--- src/rtl/booth_mac_accumulator_pkg.sv ---
// Shared types, default widths and saturation limits for the Booth MAC accumulator.
// Saturation limits are only consumed when MAC_SATURATE_EN is defined.
package booth_mac_accumulator_pkg;

  localparam int PROD_W_DEF = 8;
  localparam int ACC_W_DEF  = 16;
  localparam int CNT_W_DEF  = 4;

  typedef enum logic [1:0] {
    IDLE  = 2'd0,
    ACCUM = 2'd1,
    HOLD  = 2'd2
  } state_t;

  // Limits are returned 64 bits wide; callers keep the low w bits.
  function automatic logic [63:0] sat_max(input int w);
    return (64'd1 << (w - 1)) - 64'd1;
  endfunction

  function automatic logic [63:0] sat_min(input int w);
    return ~sat_max(w);
  endfunction

endpackage

--- src/rtl/booth_mac_accumulator_if.sv ---
// Product-in / result-out handshake bundle between the Booth multiplier and the MAC accumulator.
interface booth_mac_accumulator_if
  import booth_mac_accumulator_pkg::*;
#(
  parameter int PROD_W = PROD_W_DEF,
  parameter int ACC_W  = ACC_W_DEF,
  parameter int CNT_W  = CNT_W_DEF
);

  logic                     ena;
  logic                     start_i;
  logic        [CNT_W-1:0]  len_i;
  logic signed [PROD_W-1:0] prod_i;
  logic                     prod_valid_i;
  logic                     prod_ready_o;
  logic signed [ACC_W-1:0]  acc_o;
  logic                     acc_valid_o;
  logic                     acc_ready_i;
  logic                     ovf_o;
  logic                     busy_o;

  modport slave (
    input  ena, start_i, len_i, prod_i, prod_valid_i, acc_ready_i,
    output prod_ready_o, acc_o, acc_valid_o, ovf_o, busy_o
  );

  modport master (
    output ena, start_i, len_i, prod_i, prod_valid_i, acc_ready_i,
    input  prod_ready_o, acc_o, acc_valid_o, ovf_o, busy_o
  );

endinterface

--- src/rtl/booth_mac_accumulator_adder.sv ---
// Combinational sign-extending adder with signed overflow detect.
// Config macro MAC_SATURATE_EN: clamp to the signed limits on overflow instead of wrapping.
module booth_mac_accumulator_adder
  import booth_mac_accumulator_pkg::*;
#(
  parameter int PROD_W = PROD_W_DEF,
  parameter int ACC_W  = ACC_W_DEF
) (
  input  logic signed [ACC_W-1:0]  acc,
  input  logic signed [PROD_W-1:0] prod,
  output logic signed [ACC_W-1:0]  sum,
  output logic                     ovf
);

`ifdef MAC_SATURATE_EN
  localparam logic [63:0]      SAT_MAX_FULL = sat_max(ACC_W);
  localparam logic [63:0]      SAT_MIN_FULL = sat_min(ACC_W);
  localparam logic [ACC_W-1:0] SAT_MAX      = SAT_MAX_FULL[ACC_W-1:0];
  localparam logic [ACC_W-1:0] SAT_MIN      = SAT_MIN_FULL[ACC_W-1:0];
`endif

  logic [ACC_W:0] acc_ext;
  logic [ACC_W:0] prod_ext;
  logic [ACC_W:0] sum_ext;

  always_comb begin
    acc_ext  = {acc[ACC_W-1], acc};
    prod_ext = {{(ACC_W + 1 - PROD_W){prod[PROD_W-1]}}, prod};
    sum_ext  = acc_ext + prod_ext;
    ovf      = sum_ext[ACC_W] ^ sum_ext[ACC_W-1];
`ifdef MAC_SATURATE_EN
    // Bit ACC_W of the extended sum is the sign of the true result.
    if (ovf) begin
      sum = sum_ext[ACC_W] ? SAT_MIN : SAT_MAX;
    end else begin
      sum = sum_ext[ACC_W-1:0];
    end
`else
    sum = sum_ext[ACC_W-1:0];
`endif
  end

endmodule

--- src/rtl/booth_mac_accumulator.sv ---
// Block MAC: sums len_i signed products into a wide accumulator and holds the result until taken.
// Config macro MAC_SATURATE_EN (see booth_mac_accumulator_adder) selects saturating arithmetic.
module booth_mac_accumulator
  import booth_mac_accumulator_pkg::*;
#(
  parameter int PROD_W = PROD_W_DEF,
  parameter int ACC_W  = ACC_W_DEF,
  parameter int CNT_W  = CNT_W_DEF
) (
  input  logic                   clk,
  input  logic                   rst_n,
  booth_mac_accumulator_if.slave bus
);

  localparam logic [CNT_W:0] FULL_LEN = {1'b1, {CNT_W{1'b0}}};
  localparam logic [CNT_W:0] ONE      = {{CNT_W{1'b0}}, 1'b1};

  state_t                  state, state_nxt;
  logic signed [ACC_W-1:0] acc, acc_nxt;
  logic        [CNT_W:0]   remaining, remaining_nxt;
  logic                    ovf, ovf_nxt;

  logic signed [ACC_W-1:0] add_sum;
  logic                    add_ovf;
  logic                    prod_take;

  booth_mac_accumulator_adder #(
    .PROD_W (PROD_W),
    .ACC_W  (ACC_W)
  ) u_adder (
    .acc  (acc),
    .prod (bus.prod_i),
    .sum  (add_sum),
    .ovf  (add_ovf)
  );

  always_ff @(posedge clk) begin
    if (!rst_n) begin
      state     <= IDLE;
      acc       <= '0;
      remaining <= '0;
      ovf       <= 1'b0;
    end else begin
      state     <= state_nxt;
      acc       <= acc_nxt;
      remaining <= remaining_nxt;
      ovf       <= ovf_nxt;
    end
  end

  // Every transition is qualified by ena, so ena=0 freezes all state.
  always_comb begin
    state_nxt     = state;
    acc_nxt       = acc;
    remaining_nxt = remaining;
    ovf_nxt       = ovf;
    prod_take     = (state == ACCUM) && bus.ena && bus.prod_valid_i;

    case (state)
      IDLE: begin
        if (bus.ena && bus.start_i) begin
          acc_nxt       = '0;
          ovf_nxt       = 1'b0;
          remaining_nxt = (bus.len_i == '0) ? FULL_LEN : {1'b0, bus.len_i};
          state_nxt     = ACCUM;
        end
      end
      ACCUM: begin
        if (prod_take) begin
          acc_nxt       = add_sum;
          ovf_nxt       = ovf | add_ovf;
          remaining_nxt = remaining - ONE;
          if (remaining == ONE) begin
            state_nxt = HOLD;
          end
        end
      end
      HOLD: begin
        if (bus.ena && bus.acc_ready_i) begin
          state_nxt = IDLE;
        end
      end
      default: begin
        state_nxt = IDLE;
      end
    endcase
  end

  assign bus.prod_ready_o = (state == ACCUM) && bus.ena;
  assign bus.acc_valid_o  = (state == HOLD);
  assign bus.busy_o       = (state == ACCUM) || (state == HOLD);
  assign bus.acc_o        = acc;
  assign bus.ovf_o        = ovf;

endmodule
--- src/flat_wrapper.sv ---
// flat-port wrapper written by rule: the top's interface ports become plain ports
module booth_mac_accumulator_flat import booth_mac_accumulator_pkg::*;
#(
  parameter int PROD_W = PROD_W_DEF,
  parameter int ACC_W  = ACC_W_DEF,
  parameter int CNT_W  = CNT_W_DEF
)
  (clk, rst_n, bus_ena, bus_start_i, bus_len_i, bus_prod_i, bus_prod_valid_i, bus_acc_ready_i, bus_prod_ready_o, bus_acc_o, bus_acc_valid_o, bus_ovf_o, bus_busy_o);
  booth_mac_accumulator_if #(.PROD_W(PROD_W), .ACC_W(ACC_W), .CNT_W(CNT_W)) bus_i ();
  input  logic clk;
  input  logic rst_n;
  input wire logic [$bits(bus_i.ena)-1:0] bus_ena;
  input wire logic [$bits(bus_i.start_i)-1:0] bus_start_i;
  input wire logic [$bits(bus_i.len_i)-1:0] bus_len_i;
  input wire logic [$bits(bus_i.prod_i)-1:0] bus_prod_i;
  input wire logic [$bits(bus_i.prod_valid_i)-1:0] bus_prod_valid_i;
  input wire logic [$bits(bus_i.acc_ready_i)-1:0] bus_acc_ready_i;
  output wire logic [$bits(bus_i.prod_ready_o)-1:0] bus_prod_ready_o;
  output wire logic [$bits(bus_i.acc_o)-1:0] bus_acc_o;
  output wire logic [$bits(bus_i.acc_valid_o)-1:0] bus_acc_valid_o;
  output wire logic [$bits(bus_i.ovf_o)-1:0] bus_ovf_o;
  output wire logic [$bits(bus_i.busy_o)-1:0] bus_busy_o;
  assign bus_i.ena = bus_ena;
  assign bus_i.start_i = bus_start_i;
  assign bus_i.len_i = bus_len_i;
  assign bus_i.prod_i = bus_prod_i;
  assign bus_i.prod_valid_i = bus_prod_valid_i;
  assign bus_i.acc_ready_i = bus_acc_ready_i;
  assign bus_prod_ready_o = bus_i.prod_ready_o;
  assign bus_acc_o = bus_i.acc_o;
  assign bus_acc_valid_o = bus_i.acc_valid_o;
  assign bus_ovf_o = bus_i.ovf_o;
  assign bus_busy_o = bus_i.busy_o;
  booth_mac_accumulator #(.PROD_W(PROD_W), .ACC_W(ACC_W), .CNT_W(CNT_W)) u_core (.clk(clk), .rst_n(rst_n), .bus(bus_i));
endmodule
--- config.mk ---
export PLATFORM = sky130hd
export DESIGN_NAME = booth_mac_accumulator_flat
export DESIGN_NICKNAME = d
export VERILOG_FILES = /design/src/rtl/booth_mac_accumulator_pkg.sv /design/src/rtl/booth_mac_accumulator_if.sv /design/src/rtl/booth_mac_accumulator_adder.sv /design/src/rtl/booth_mac_accumulator.sv /design/src/flat_wrapper.sv
export SDC_FILE = /design/constraint.sdc
export NUM_CORES = 1
export LEC_CHECK = 0
export BUFFER_PORTS_ARGS = -buffer_cell sky130_fd_sc_hd__buf_2
export CORE_ASPECT_RATIO = 1.25
export CORE_MARGIN = 2
export CORE_UTILIZATION = 35
export DETAILED_ROUTE_END_ITERATION = 12
export PLACE_DENSITY = 0.59
export SKIP_LAST_GASP = 1
export SYNTH_ARGS = -nofsm -noshare
export SYNTH_HDL_FRONTEND = slang
export SYNTH_SLANG_ARGS = --single-unit
--- constraint.sdc ---
create_clock -name clk -period 2.5 [get_ports clk]
set_input_delay 0.5 -clock clk [delete_from_list [all_inputs] [get_ports clk]]
set_output_delay 0.5 -clock clk [all_outputs]
set_load 0.02 [all_outputs]
==> out/metrics.csv <==
stage,metric,value,unit
placement,io_buffers,37,
clock_tree,clock_path_buffers,2,
yosys,yosys.area.top_type,dfxtp_1,
clock_tree,cts_setup_buffers,0,
finish,drive_gt1_frac,0.228,
worst_setup_path,cp_slowest_cell,fa_1,
die,coreArea,0.00504,mm^2
worst_setup_path,rr_startpoint,u_core.bus.acc_o[0],
sta,period_minus_slack,2.18,ns
sta,relSlewSlack,0.737,
worst_setup_path,max_stage_delay,0.39,ns
grt,grt_use_total,0.158,
job,maxCapViolCount,0,
finish,n_antenna_cell,0,
clock_tree,numCtsBuffers,3,
worst_setup_path,cpLargestDelayFamily,compound AO/OA/AOI/OAI gates,
sta,clock_skew,0.00698,ns
drt,drt-pass1-iter-count,4,
yosys,synth_nets,257,
grt,grt_remaining_overflow,0,
yosys,yosysSeqAreaShare,0.264,
min_path,hold_depth,2,
yosys,ys.flop_type,dfxtp_1,
clock_tree,clkTransAtPathRegs,0.10,ns
finish,areaGrowthSynthToFinish,18.8,%
drt,wl_per_cell,13.0,um
finish,fin_nets,301,
sta,max_freq,459,MHz
power,ir_drop,0.391,mV
yosys,ys_async_sr_fraction,0,
worst_setup_path,crit_type,reg -> reg,
drt,vias_per_cell,5.23,
sta,finalSetupViolCount,0,
sta,worst_pin_slew,0.394,ns
yosys,avgSynthCellArea,8.42,um^2
clock_tree,root_buffer,clkbuf_8,
worst_setup_path,r2r_setup_slack,0.32,ns
sta,rsz0062_at_grt,no,
placement,dp.final_hpwl,3290,um
worst_setup_path,cp-end-kind,register,
placement,routabilityCongestion,0.798,
yosys,synth_cells,216,
worst_setup_path,worst_ep_arrival_time,2.35,ns
die,die-area,0.00579,mm^2
yosys,netlist_area,0.00182,mm^2
yosys,synth_seq_cells,24,
grt,antenna_found_initial,0,
clock_tree,cts.sinks,24,
clock_tree,cts_resized,0,
yosys,yosysTopAreaCellShare,0.264,
worst_setup_path,cp.depth,8,
die,start_util,0.360,
placement,preCtsSetupSlack,0.0743,ns
clock_tree,h-tree-depth,1,
yosys,synth_area_leaders,"dfxtp_1 (26%), ha_1 (15%), nand2_1 (5.4%)",
worst_setup_path,reg2reg_depth,8,
power,p_per_area,601,mW/mm^2
worst_setup_path,worstSetupStartpointType,register,
min_path,hold_class,reg -> reg,
sta,finalHoldViolations,0,
drt,drt.antenna.violating_nets,0,
clock_tree,clock_latency,0.28,ns
drt,drt_iter0_drc,91,
finish,fill_cells,529,
worst_setup_path,r2r-end,u_core.bus.acc_o[14],
grt,grt_max_degree,15,
yosys,yosysUniqueCellTypes,51,
yosys,ys_top_cells_by_count,"nand2_1 (26), dfxtp_1 (24), ha_1 (22)",
worst_setup_path,cp_max_fo,3,
worst_setup_path,cp_cell_sequence,ha_1 > fa_1 > a211oi_1 > o21ai_1 > nand3_1 > a21oi_1 > or3_1 > a32o_1,
die,dieHeight,84.6,um
min_path,hold_path_end,u_core.bus.acc_o[13],
clock_tree,cts_hold_buf,0,
clock_tree,cts_tree,yes,
die,fp-row-count,29,
sta,finalCritPeriodShare,0.872,
drt,routed_wl,4160,um
sta,slew_violations,0,
grt,grt_pass1_wl,7130,um
sta,setup_tns,0,ns
grt,first_global_vias,1601,
drt,vias,1680,
run_status,status,"complete, no violations",
worst_setup_path,path_buf_inv,0,
sta,fin_ws,0.319,ns
drt,drc,0,
min_path,worstHoldStart,u_core.bus.acc_o[13],
yosys,post-synth-top-count-cell,nand2_1,
yosys,synth-edff-count,0,
worst_setup_path,critical_path_required,2.67,ns
finish,fin_util,0.428,
die,die_x,68.5,um
power,leakage,1.02,nW
yosys,yosysWarnings,0,
die,ios,38,
[layout by cell type, fill, tap and decap left out, drive strengths merged, types with 3 or more instances in the layout]
| cell | Yosys | routed |
|---|---|---|
| inv | 10 | 10 |
| and2 | 4 | 4 |
| nor2 | 11 | 11 |
| xnor2 | 6 | 6 |
| nor3 | 4 | 4 |
| a21oi | 19 | 19 |
| clkbuf | 1 | 4 |
| buf | 3 | 43 |
| and3 | 4 | 4 |
| a211oi | 3 | 3 |
| a221oi | 3 | 3 |
| o21ai | 15 | 15 |
| nor2b | 9 | 9 |
| nand2 | 27 | 27 |
| xor2 | 7 | 7 |
| a22oi | 6 | 6 |
| ha | 22 | 22 |
| dfxtp | 24 | 24 |
| a21o | 7 | 7 |
| nand3 | 5 | 5 |
[worst min-delay path: stages, from the launching register on]
cell and delay, ns:
dfxtp_1 0.33, nand2_1 0.05, o21ai_1 0.05
[worst max path at each step]
stage                                      end                start
after floorplan           u_core.bus.acc_o[10]        bus_prod_i[0]
after global placement    u_core.bus.acc_o[14]        bus_prod_i[0]
after detailed placement  u_core.bus.acc_o[14]        bus_prod_i[0]
after global routing          u_core.bus.ovf_o  u_core.bus.acc_o[0]
after CTS                 u_core.bus.acc_o[14]  u_core.bus.acc_o[0]
final                     u_core.bus.acc_o[14]  u_core.bus.acc_o[0]
[registers in the layout, indices dropped and copies added, names as in the netlist]
| name | count |
|---|---|
| u_core.state | 2 |
| u_core.bus.acc_o | 16 |
| u_core.bus.ovf_o | 1 |
| u_core.remaining | 5 |
[routing by layer]
layer  global-route usage  up-vias  wire [um]
li1                     -      870          -
met1                0.210      769       2010
met2                0.253       34       1930
met3               0.0201        7        127
met4               0.0618        0         90
met5                    0        -          0
[cells by family after synthesis]
family	count (synthesis)	share of synthesized area
AO/OA/AOI/OAI	70	0.276
XOR/XNOR	13	0.0626
adder cells (fa/ha/maj)	23	0.162
buffers and inverters	14	0.0323
flip-flops	24	0.264
multiplexers	1	0.00551
AND/OR/NAND/NOR	71	0.197
[layout make-up]
cell class,count,area (um^2),share of cell area
Multi-Input combinational cell,178,1280,0.592
Tap cell,62,77.6,0.0359
Sequential cell,24,480,0.222
Clock buffer,4,55.1,0.0255
Inverter,10,37.5,0.0174
Timing Repair Buffer,43,230,0.107
[metrics by stage]
stage | instance area [um^2] | power, mW | cells | hold slack (ns)
after floorplan | 1820 | 0.890 | 216 | 0.470
after global placement | 2100 | 1.03 | 317 | 0.452
after detailed placement | 2100 | 1.03 | 317 | 0.462
after CTS | 2160 | 1.31 | 321 | 0.477
after global routing | 2160 | 1.40 | 321 | 0.508
final | 2160 | 1.30 | 321 | 0.472
[power breakdown]
| part | leakage (nW) | switching [mW] | internal [mW] |
|---|---|---|---|
| Combinational | 0.793 | 0.332 | 0.229 |
| Clock | 0.0288 | 0.141 | 0.141 |
| Sequential | 0.194 | 0.0313 | 0.423 |
| Total | 1.02 | 0.505 | 0.793 |
No activity file was read; power rests on OpenSTA's default activity.
